--- src/rtl/proj_pkg.sv ---
// Project-wide constants shared by the feature-map datapath blocks.
package proj_pkg;
  localparam int FM_BUFFER_SIZE = 8;  // FM buffer address width in bits
endpackage

--- src/rtl/proj_fm_addr_gen_if.sv ---
// Address stream from proj_fm_addr_gen to the FM buffer read port (valid/ready).
interface proj_fm_addr_gen_if #(
  parameter int ADDR_W = proj_pkg::FM_BUFFER_SIZE
);
  logic              out_valid;
  logic [ADDR_W-1:0] out_addr;
  logic              out_last_in_pass;
  logic              out_last;
  logic              in_ready;

  modport master (output out_valid, out_addr, out_last_in_pass, out_last, input in_ready);
  modport slave  (input out_valid, out_addr, out_last_in_pass, out_last, output in_ready);
endinterface

--- src/rtl/proj_fm_addr_gen.sv ---
// Multi-pass FM buffer address generator: base/len/passes runs on a registered valid/ready stream.
// Optional macro PROJ_FM_ADDR_GEN_STRIDE_EN adds a programmable address stride (default stride 1).
module proj_fm_addr_gen #(
  parameter int ADDR_W = proj_pkg::FM_BUFFER_SIZE,
  parameter int PASS_W = 4
) (
  input  logic              in_clk,
  input  logic              in_rst,
  input  logic              in_start,
  input  logic [ADDR_W-1:0] in_base,
  input  logic [ADDR_W-1:0] in_len,
  input  logic [PASS_W-1:0] in_passes,
`ifdef PROJ_FM_ADDR_GEN_STRIDE_EN
  input  logic [ADDR_W-1:0] in_stride,
`endif
  input  logic              in_abort,
  proj_fm_addr_gen_if.master fm,
  output logic              out_busy,
  output logic              out_done
);

  localparam logic [1:0] S_IDLE = 2'd0;
  localparam logic [1:0] S_RUN  = 2'd1;
  localparam logic [1:0] S_DONE = 2'd2;

  localparam logic [ADDR_W-1:0] L_ONE = ADDR_W'(1);
  localparam logic [PASS_W-1:0] P_ONE = PASS_W'(1);

  logic [1:0]        r_state;
  logic              r_valid;
  logic [ADDR_W-1:0] r_addr;
  logic              r_lip;
  logic              r_last;
  logic              r_busy;
  logic              r_done;

  logic [ADDR_W-1:0] r_base;
  logic [ADDR_W-1:0] r_len_m1;
  logic [PASS_W-1:0] r_last_pass;
  logic [ADDR_W-1:0] r_offset;
  logic [PASS_W-1:0] r_pass;

  logic              w_accept;
  logic              w_xfer;
  logic [PASS_W-1:0] w_passes_eff;
  logic [ADDR_W-1:0] w_stride;
  logic [ADDR_W-1:0] w_off_nxt;
  logic [PASS_W-1:0] w_pass_nxt;
  logic              w_start_lip;
  logic              w_adv_lip;
  logic              w_roll_lip;

`ifdef PROJ_FM_ADDR_GEN_STRIDE_EN
  logic [ADDR_W-1:0] r_stride;
  assign w_stride = r_stride;
`else
  assign w_stride = L_ONE;
`endif

  assign w_accept     = (r_state == S_IDLE) && in_start;
  assign w_xfer       = r_valid && fm.in_ready;
  assign w_passes_eff = (in_passes == '0) ? P_ONE : in_passes;
  assign w_off_nxt    = r_offset + L_ONE;
  assign w_pass_nxt   = r_pass + P_ONE;
  // Flag look-ahead so last-in-pass/last are registered alongside the address they qualify.
  assign w_start_lip  = (in_len == L_ONE);
  assign w_adv_lip    = (w_off_nxt == r_len_m1);
  assign w_roll_lip   = (r_len_m1 == '0);

  // NOTE: run parameters and counters need no reset; they are always loaded on an accepted start
  // before anything reads them.
  always_ff @(posedge in_clk) begin
    if (w_accept) begin
      r_base      <= in_base;
      r_len_m1    <= in_len - L_ONE;
      r_last_pass <= w_passes_eff - P_ONE;
`ifdef PROJ_FM_ADDR_GEN_STRIDE_EN
      r_stride    <= in_stride;
`endif
      r_offset    <= '0;
      r_pass      <= '0;
    end else if (w_xfer) begin
      if (r_lip) begin
        r_offset <= '0;
        r_pass   <= w_pass_nxt;
      end else begin
        r_offset <= w_off_nxt;
      end
    end
  end

  // NOTE: sequential state uses non-blocking assignments so every register samples pre-edge values.
  always_ff @(posedge in_clk) begin
    if (in_rst) begin
      r_state <= S_IDLE;
      r_valid <= 1'b0;
      r_addr  <= '0;
      r_lip   <= 1'b0;
      r_last  <= 1'b0;
      r_busy  <= 1'b0;
      r_done  <= 1'b0;
    end else begin
      case (r_state)
        S_IDLE: begin
          r_done <= 1'b0;
          if (in_start) begin
            if (in_len != '0) begin
              r_state <= S_RUN;
              r_valid <= 1'b1;
              r_busy  <= 1'b1;
              r_addr  <= in_base;
              r_lip   <= w_start_lip;
              r_last  <= w_start_lip && (w_passes_eff == P_ONE);
            end else begin
              r_state <= S_DONE;
              r_done  <= 1'b1;
            end
          end
        end
        S_RUN: begin
          if (in_abort) begin
            r_state <= S_IDLE;
            r_valid <= 1'b0;
            r_busy  <= 1'b0;
            r_lip   <= 1'b0;
            r_last  <= 1'b0;
          end else if (w_xfer) begin
            if (r_last) begin
              r_state <= S_DONE;
              r_valid <= 1'b0;
              r_busy  <= 1'b0;
              r_done  <= 1'b1;
              r_lip   <= 1'b0;
              r_last  <= 1'b0;
            end else if (r_lip) begin
              // New pass: the address accumulator restarts from base.
              r_addr <= r_base;
              r_lip  <= w_roll_lip;
              r_last <= w_roll_lip && (w_pass_nxt == r_last_pass);
            end else begin
              r_addr <= r_addr + w_stride;
              r_lip  <= w_adv_lip;
              r_last <= w_adv_lip && (r_pass == r_last_pass);
            end
          end
        end
        S_DONE: begin
          r_state <= S_IDLE;
          r_done  <= 1'b0;
        end
        default: begin
          r_state <= S_IDLE;
          r_valid <= 1'b0;
          r_busy  <= 1'b0;
          r_done  <= 1'b0;
          r_lip   <= 1'b0;
          r_last  <= 1'b0;
        end
      endcase
    end
  end

  assign fm.out_valid        = r_valid;
  assign fm.out_addr         = r_addr;
  assign fm.out_last_in_pass = r_lip;
  assign fm.out_last         = r_last;
  assign out_busy            = r_busy;
  assign out_done            = r_done;

endmodule
--- src/flat_wrapper.sv ---
// flat-port wrapper written by rule: the top's interface ports become plain ports
module proj_fm_addr_gen_flat 
#(
  parameter int ADDR_W = proj_pkg::FM_BUFFER_SIZE,
  parameter int PASS_W = 4
)
  (in_clk, in_rst, in_start, in_base, in_len, in_passes, in_abort, out_busy, out_done, fm_out_valid, fm_out_addr, fm_out_last_in_pass, fm_out_last, fm_in_ready);
  proj_fm_addr_gen_if #(.ADDR_W(ADDR_W)) fm_i ();
  input  logic in_clk;
  input  logic in_rst;
  input  logic in_start;
  input  logic [ADDR_W-1:0] in_base;
  input  logic [ADDR_W-1:0] in_len;
  input  logic [PASS_W-1:0] in_passes;
  input  logic in_abort;
  output logic out_busy;
  output logic out_done;
  output wire logic [$bits(fm_i.out_valid)-1:0] fm_out_valid;
  output wire logic [$bits(fm_i.out_addr)-1:0] fm_out_addr;
  output wire logic [$bits(fm_i.out_last_in_pass)-1:0] fm_out_last_in_pass;
  output wire logic [$bits(fm_i.out_last)-1:0] fm_out_last;
  input wire logic [$bits(fm_i.in_ready)-1:0] fm_in_ready;
  assign fm_out_valid = fm_i.out_valid;
  assign fm_out_addr = fm_i.out_addr;
  assign fm_out_last_in_pass = fm_i.out_last_in_pass;
  assign fm_out_last = fm_i.out_last;
  assign fm_i.in_ready = fm_in_ready;
  proj_fm_addr_gen #(.ADDR_W(ADDR_W), .PASS_W(PASS_W)) u_core (.in_clk(in_clk), .in_rst(in_rst), .in_start(in_start), .in_base(in_base), .in_len(in_len), .in_passes(in_passes), .in_abort(in_abort), .fm(fm_i), .out_busy(out_busy), .out_done(out_done));
endmodule
--- config.mk ---
export PLATFORM = sky130hd
export DESIGN_NAME = proj_fm_addr_gen_flat
export DESIGN_NICKNAME = d
export VERILOG_FILES = /design/src/rtl/proj_pkg.sv /design/src/rtl/proj_fm_addr_gen_if.sv /design/src/rtl/proj_fm_addr_gen.sv /design/src/flat_wrapper.sv
export SDC_FILE = /design/constraint.sdc
export NUM_CORES = 1
export LEC_CHECK = 0
export CORE_MARGIN = 5
export CORE_UTILIZATION = 30
export DETAILED_ROUTE_END_ITERATION = 10
export SLEW_MARGIN = 20
export SYNTH_ARGS = -nofsm -noshare
export SYNTH_HDL_FRONTEND = slang
export SYNTH_SLANG_ARGS = --single-unit
--- constraint.sdc ---
create_clock -name in_clk -period 2.4 [get_ports in_clk]
set_input_delay 0.48 -clock in_clk [delete_from_list [all_inputs] [get_ports in_clk]]
set_output_delay 0.48 -clock in_clk [all_outputs]
set_load 0.01 [all_outputs]
# == Word level (Yosys, flattened, before mapping) ==
# Cells that the tools add are included.
# classes
n_addsub,5
eq_ne,15
mux,41
bitwise_logic,1
reduce_logical,16
# ops
op,n
2-to-1 mux 8 bit,7
2-to-1 mux 1 bit,22
adder 8 x 1 -> 8 bit (second input constant),2
one-hot mux 8 bit (2 select lines),1
2-to-1 mux 2 bit,5
one-hot mux 1 bit (3 select lines),3
== test 4 bit,2
== test 8 x 1 -> 1 bit (second input constant),1
== test 8 bit,1
logical NOT 8 bit,1
!= test 2 bit (second input constant),4
nonzero test 8 bit,1
subtractor 8 x 1 -> 8 bit (second input constant),1
!= test 3 x 2 -> 1 bit (second input constant),2
AND reduction 3 bit,2
AND reduction 6 bit,1
logical AND 1 bit,5
AND reduction 5 bit,1
adder 4 x 1 -> 4 bit (second input constant),1
== test 4 x 1 -> 1 bit (second input constant),1
logical NOT 4 bit,1
2-to-1 mux 4 bit,1
!= test 2 x 1 -> 1 bit (second input constant),2
one-hot mux 2 bit (2 select lines),1
other kinds (9),9
# word_totals
regBits,46
inputBits,25
elab_cells,89

# == Longest topological paths before layout ==
# Gate-level depths: netlist (run 1).
# depth
depth_word,8
depth_mapped,8
ltp_nobuf,7

# == Worst setup path after synthesis (run 1) ==
# No wires, ideal clock.
# synth_timing
path_kind,input -> register
startpoint,input in_start
endpoint,"register u_core.r_base[0], enable pin"
setup_ps,392
arrival_ps,1710
t_required_ps,2008
path_slack_ps,297
path_stages,2
path_buffers,1
path_cell_list,nor3b_1 > clkbuf_1
# synth_via
elab_chain_cells,1
# synth_rtl
element,line_no,rtl
"start, declared",flat_wrapper.sv:11,input logic in_start;
logical AND 1 bit,proj_fm_addr_gen.sv:60,assign w_accept = (r_state == S_IDLE) && in_start;
net u_core.w_accept,proj_fm_addr_gen.sv:43,logic w_accept;
"end signal, assigned",proj_fm_addr_gen.sv:74,r_base <= in_base;
"end, declared",proj_fm_addr_gen.sv:37,logic [ADDR_W-1:0] r_base;
# The timed path passes the listed nets, and every way through them passes these cells.
# A chain may end at the register's enable or synchronous reset.

# == Worst setup path after layout (run 1) ==
# layout_timing
startpoint,input in_abort
endpoint,register u_core.r_last (netlist: u_core.fm.out_last)
# layout_via
elab_chain_cells,2
elab_cells_between_ends,4
cone_classes,1 x eq/ne; 2 x mux; 1 x reduce/logical
# layout_rtl
element,line_no,rtl
"start, declared",flat_wrapper.sv:15,input logic in_abort;
!= test 3 x 2 -> 1 bit (no source line) / 2-to-1 mux 1 bit (equally long branches),-,
AND reduction 4 bit (no source line) / one-hot mux 1 bit (3 select lines) (equally long branches),-,
"end signal, assigned",proj_fm_addr_gen.sv:113,r_last <= w_start_lip && (w_passes_eff == P_ONE);
"end signal, assigned",proj_fm_addr_gen.sv:139,r_last <= w_roll_lip && (w_pass_nxt == r_last_pass);
"end signal, assigned",proj_fm_addr_gen.sv:143,r_last <= w_adv_lip && (r_pass == r_last_pass);
"end, declared",proj_fm_addr_gen.sv:33,logic r_last;
# Several ways; a longest one is shown, not always the timed one.

==> flow_metrics.py, run 1 <==
metrics = {
    "global_route": {
        "grt_max_degree": 34,
        "grt_pass1_wl_mm": 10.1,
        "grt_overflow": 0,
        "grt_pass1_vias": 2150,
        "antenna_found_initial": 0,
        "grt_util_all_layers_pct": 11.0,
    },
    "synthesis": {
        "ys_seq_area_share_pct": 42.0,
        "synth_edf_count": 20,
        "synth_top_area_cell": "edfxtp_1",
        "async_reset_ff_share_pct": 0,
        "synth_xor_area_share_pct": 11.0,
        "synthSimpleGateAreaFrac_pct": 24.2,
        "synth-compound-area-share_pct": 12.7,
        "syn_inst": 291,
        "ys_top_cells_by_count": "nor2_1 (30), nand2_1 (29), dfxtp_1 (26), edfxtp_1 (20), xor2_1 (18)",
        "synth_cell_types": 53,
        "synth_fa_ha_area_share_pct": 3.28,
        "synth-seq-cells": 46,
        "synth_top_family_by_area": "simple AND/OR/NAND/NOR gates",
        "synthesis.nets": 323,
        "synthMuxAreaShare_pct": 2.63,
        "syn_area_um2": 2670,
        "yosysMostFrequentCell": "nor2_1",
        "synthTopCellsByArea": "edfxtp_1 (23%), dfxtp_1 (20%), xor2_1 (5.9%)",
        "yosys_warnings": 0,
        "synth_top_area_share_pct": 22.5,
        "avgSynthCellArea_um2": 9.17,
        "ys_dominant_reg_cell": "dfxtp_1",
    },
    "layout": {
        "antennaDiodeCount": 0,
        "drive_gt1_share_pct": 11.3,
        "fillers": 900,
        "syn2layout_area_growth_pct": 28.0,
        "final_nets": 377,
    },
    "route": {
        "first_iter_violations": 151,
        "firstDrtPassIters": 4,
        "remaining_drc_errors": 0,
        "via_count": 2234,
        "wl_mm": 5.97,
        "routedWlPerCell_um": 13.1,
        "routed_via_density": 4.92,
        "final_antenna_net_count": 0,
    },
    "setup_path": {
        "r2r_slack_ps": 240,
        "crit_fanout": 2,
        "worstSetupPathType": "in -> reg",
        "crit_arrival_ps": 2530,
        "end_kind": "flip-flop",
        "critPathRequiredTime_ps": 2620,
        "reg2reg_from": "u_core.r_len_m1[4]",
        "start_kind": "input port",
        "reg2reg_depth": 5,
        "r2r-end": "u_core.fm.out_last",
    },
    "power_and_ir_drop": {
        "p_clk_share_pct": 28.8,
        "p_seq_share_pct": 48.7,
        "p_comb_share_pct": 22.5,
        "power_leakage_nw": 1.28,
        "p_total_mw": 1.95,
        "p_sw_mw": 0.517,
        "p_sw_share_pct": 26.6,
        "internal-power_mw": 1.43,
        "peakVddDrop_mv": 0.208,
        "cellPowerDensity_nw_per_um2": 570,
    },
    "min_path": {
        "hp-class": "reg -> reg",
        "hold_depth": 2,
        "min-delay-start": "u_core.r_offset[7]",
        "holdPathEnd": "u_core.r_offset[7]",
    },
    "timing": {
        "rsz0062_at_grt": "no",
        "min_period_ps": 2300,
        "min_period_over_period_pct": 96.0,
        "finalWorstSetupSlack_ps": 97.0,
        "drv_slew": 0,
        "finClkSkew_ps": 6.97,
        "hold_violations": 0,
        "clock.fmax_mhz": 434,
        "slew_headroom_pct": 62.0,
        "tightest_slew_ps": 556,
        "setup_viol": 0,
    },
    "floorplanning": {
        "core_area_um2": 8680,
        "initial_core_util_pct": 30.7,
        "ioPinCount": 38,
        "die_h_um": 104,
        "dieArea_um2": 10900,
        "die_w_um": 104,
        "rows": 34,
    },
    "place": {
        "portBuffers": 37,
        "gp_congestion": 0.779,
        "hpwl_mm": 4.51,
        "dpl_worst_slack_ps": -235,
    },
    "clock_network": {
        "cts_tree": "done",
        "clockBufferDepth": 2,
        "numCtsBuffers": 5,
        "cts_num_sinks": 46,
        "cts_setup_buffers": 0,
        "clk_latency_ps": 300,
        "cts_hold_buf": 0,
        "clk_pin_slew_ps": 80,
        "h-tree-depth": 2,
        "post_cts_resized": 0,
        "clockRootBuffer": "clkbuf_8",
    },
    "flow_run": {
        "maxCapViolations": 0,
    },
    "outcome": {
        "status": "complete, no violations",
    },
}
==> logic make-up after synthesis <==
family,Yosys count
AO/OA/AOI/OAI,51
XOR/XNOR,32
adder cells (fa/ha/maj),7
buffers and inverters,25
flip-flops,46
multiplexers,7
AND/OR/NAND/NOR,123
==> stage by stage <==
stage          instances  TNS, ps  hold slack (ps)  util [%]  cell area (µm²)
5_1_grt              454        0              518      39.3             3410
3_3_place_gp         446     -780              483      38.1             3310
3_5_place_dp         446    -1030              491      38.1             3310
4_1_cts              454        0              503      39.3             3410
2_1_floorplan        291        0              466         -             2670
6_report             454        0              506      39.3             3410
==> layout make-up <==
cell class | count | area [µm²] | area share [%]
multi-input cells | 220 | 1440 | 42.2
flip-flops and latches | 46 | 1120 | 32.8
repair buffers | 63 | 578 | 16.9
well taps | 108 | 135 | 3.96
clock buffers | 7 | 76.3 | 2.24
inverters | 9 | 33.8 | 0.989
clock inverters | 1 | 30.0 | 0.879
==> critical path, cell delays in order <==
cell	delay (ps)
clkdlybuf4s50_1	440
or4b_4	500
or4_4	500
nor4_2	310
nor4bb_1	100
a211oi_2	190
==> worst max path at each step <==
| stage | from | end | slack (ps) | cells after the start |
|---|---|---|---|---|
| finish | in_abort | u_core.fm.out_last | 100 | 6 |
| global placement | in_abort | u_core.fm.out_last | -150 | 6 |
| global route | u_core.r_offset[0] | u_core.fm.out_last | 30 | 6 |
| detailed placement | in_abort | u_core.fm.out_last | -230 | 6 |
| CTS | in_abort | u_core.fm.out_last | 90 | 6 |
| floorplan | in_start | u_core.r_base[0] | 300 | 2 |
==> registers in the layout, summed over array words and instances (netlist names) <==
signal,flops
u_core.fm.out_addr,8
u_core.r_base,8
u_core.r_len_m1,8
u_core.r_offset,8
u_core.r_last_pass,4
u_core.r_pass,4
u_core.r_state,2
u_core.fm.out_last,1
u_core.fm.out_last_in_pass,1
u_core.out_busy,1
u_core.out_done,1
==> layer usage <==
layer	global-route usage [%]	vias to the layer above	wire length [µm]	part of all wire (%)
met1	14.8	1030	2920	49
met2	17.8	49	2740	46
li1	-	1148	-	-
met4	3.52	0	79	1.3
met5	0	-	0	0
met3	2.05	7	232	3.9
==> layout by cell type (no fill, tap or decap), drive strengths merged, types with 7 or more instances in the layout <==
| master | count |
|---|---|
| mux2i | 7 |
| o21ai | 11 |
| xnor2 | 13 |
| edfxtp | 20 |
| a21oi | 16 |
| or3 | 8 |
| nand2 | 29 |
| dfxtp | 26 |
| buf | 26 |
| nor2 | 30 |
| clkdlybuf4s50 | 37 |
| inv | 9 |
| clkbuf | 7 |
| xor2 | 18 |
| nand3 | 13 |
| ha | 7 |
==> power groups by stage <==
| stage | Clock (mW) | Combinational, mW | Sequential (mW) |
|---|---|---|---|
| 2_1_floorplan | 0 | 0.263 | 0.954 |
| 3_3_place_gp | 0 | 0.432 | 0.965 |
| 3_5_place_dp | 0 | 0.439 | 0.965 |
| 4_1_cts | 0.576 | 0.440 | 0.948 |
| 5_1_grt | 0.611 | 0.483 | 0.959 |
| 6_report | 0.560 | 0.438 | 0.947 |
Power figures use the tool's default switching activity.
==> inputs of run 2 (changes only) <==
--- a/config.mk
+++ b/config.mk
@@ -8,6 +8,7 @@
 export CORE_MARGIN = 5
 export CORE_UTILIZATION = 30
 export DETAILED_ROUTE_END_ITERATION = 10
+export HOLD_SLACK_MARGIN = 0.05
 export SLEW_MARGIN = 20
 export SYNTH_ARGS = -nofsm -noshare
 export SYNTH_HDL_FRONTEND = slang
==> results of run 2 <==
No change in the layout: final DEF, timing and power equal those of run 1.
==> inputs of run 3 (changes only) <==
==> constraint.sdc (replaced) <==
create_clock -name in_clk -period 2.8 [get_ports in_clk]
set_input_delay 0.56 -clock in_clk [delete_from_list [all_inputs] [get_ports in_clk]]
set_output_delay 0.56 -clock in_clk [all_outputs]
set_load 0.01 [all_outputs]
==> flow_metrics.py, run 3 (synthesis results as in run 1) <==
metrics = {
    "setup_path": {
        "critPathRequiredTime_ps": 3040,
        "reg2reg_from": "u_core.r_state[0]",
        "crit_fanout": 6,
        "start_kind": "input port",
        "crit_arrival_ps": 2680,
        "r2r_slack_ps": 560,
        "reg2reg_depth": 5,
        "startpoint": "in_len[3]",
        "end_kind": "flip-flop",
        "worstSetupPathType": "in -> reg",
        "r2r-end": "u_core.fm.out_last",
    },
    "place": {
        "portBuffers": 37,
        "dpl_worst_slack_ps": 76.9,
        "placed_area_um2": 3180,
        "gp_congestion": 0.799,
        "hpwl_mm": 4.32,
    },
    "timing": {
        "hold_violations": 0,
        "finClkSkew_ps": 8.09,
        "drv_slew": 0,
        "clock.fmax_mhz": 410,
        "rsz0062_at_grt": "no",
        "finalWorstSetupSlack_ps": 360,
        "slew_headroom_pct": 59.8,
        "min_period_over_period_pct": 87.2,
        "tightest_slew_ps": 588,
        "setup_viol": 0,
        "min_period_ps": 2440,
        "fin_setup_tns_ps": 0,
    },
    "floorplanning": {
        "die_w_um": 104,
        "dieArea_um2": 10900,
        "ioPinCount": 38,
        "rows": 34,
        "initial_core_util_pct": 30.7,
        "core_area_um2": 8680,
        "die_h_um": 104,
    },
    "min_path": {
        "hold_depth": 2,
        "holdPathEnd": "u_core.r_offset[7]",
        "min-delay-start": "u_core.r_offset[7]",
        "hp-class": "reg -> reg",
    },
    "route": {
        "wl_met3_um": 197,
        "routedWlPerCell_um": 13.4,
        "wl_mm": 5.86,
        "first_iter_violations": 107,
        "final_antenna_net_count": 0,
        "met1Wirelength_mm": 3.01,
        "firstDrtPassIters": 4,
        "routed-wl-met2_mm": 2.61,
        "highest_layer": "met4",
        "remaining_drc_errors": 0,
        "routed_via_density": 4.97,
        "via_count": 2178,
    },
    "layout": {
        "syn2layout_area_growth_pct": 22.5,
        "final_nets": 361,
        "layout_common_cells": "clkdlybuf4s50_1 (37), nor2_1 (30), nand2_1 (29)",
        "mostFrequentLayoutCell": "clkdlybuf4s50_1",
        "regArea_um2": 1120,
        "postLayoutCellArea_um2": 3270,
        "drive_gt1_share_pct": 7.27,
        "multi_input_area_um2": 1440,
        "fillers": 931,
        "antennaDiodeCount": 0,
    },
    "global_route": {
        "antenna_found_initial": 0,
        "grt_overflow": 0,
        "grt_max_degree": 34,
        "grt_util_all_layers_pct": 10.9,
        "grt_pass1_vias": 2102,
        "grt_pass1_wl_mm": 10.0,
    },
    "clock_network": {
        "cts_setup_buffers": 0,
        "cts_num_sinks": 46,
        "cts_hold_buf": 0,
        "h-tree-depth": 2,
        "post_cts_resized": 0,
        "clockBufferDepth": 2,
        "clk_latency_ps": 300,
        "cts_tree": "done",
        "numCtsBuffers": 5,
        "clk_pin_slew_ps": 80,
        "clockRootBuffer": "clkbuf_8",
    },
    "power_and_ir_drop": {
        "power_leakage_nw": 1.19,
        "peakVddDrop_mv": 0.162,
        "p_total_mw": 1.57,
        "cellPowerDensity_nw_per_um2": 482,
    },
    "outcome": {
        "status": "complete, no violations",
    },
    "flow_run": {
        "maxCapViolations": 0,
    },
}
[run 3: report_power, final]
group	switching (mW)	internal [mW]	total, mW
Sequential	0.0743	0.762	0.836
Combinational	0.148	0.164	0.312
Clock	0.226	0.200	0.426
Total	0.448	1.13	1.57
[run 3: how the worst max path moves through the flow]
stage                                             to  slack [ps]  cells past startpoint
after floorplan                     u_core.r_base[0]         620                      2
after global placement            u_core.fm.out_last         130                      6
after detailed placement  u_core.fm.out_last_in_pass          80                      6
after CTS                 u_core.fm.out_last_in_pass         380                      6
after global routing      u_core.fm.out_last_in_pass         260                      6
final                     u_core.fm.out_last_in_pass         360                      6
[run 3: layout make-up]
type	count	share of cell area [%]
multi-input combinational	220	44.1
inverter	9	1.03
tap	108	4.14
timing repair buffer	47	13.6
clock inverter	1	0.153
clock buffer	7	2.64
sequential	46	34.3
[run 3: through the flow]
stage               hold slack, ps  utilization (%)  std cells
finish                         511             37.6        438
global route                   548             37.6        438
CTS                            506             37.6        438
detailed placement             497             36.6        430
global placement               483             36.6        430
floorplan                      466                -        291
[run 3: critical path, cell delays in order]
cell	delay, ps
clkdlybuf4s50_1	470
or4_1	640
o41ai_2	330
a21oi_1	220
or3_1	380
nand3_1	70
[run 3: layer usage]
metal / track usage, % / vias to the layer above
met5: 0 / -
met2: 17.1 / 37
met4: 2.78 / 0
met3: 2.11 / 4
met1: 15.3 / 1020
li1: - / 1117
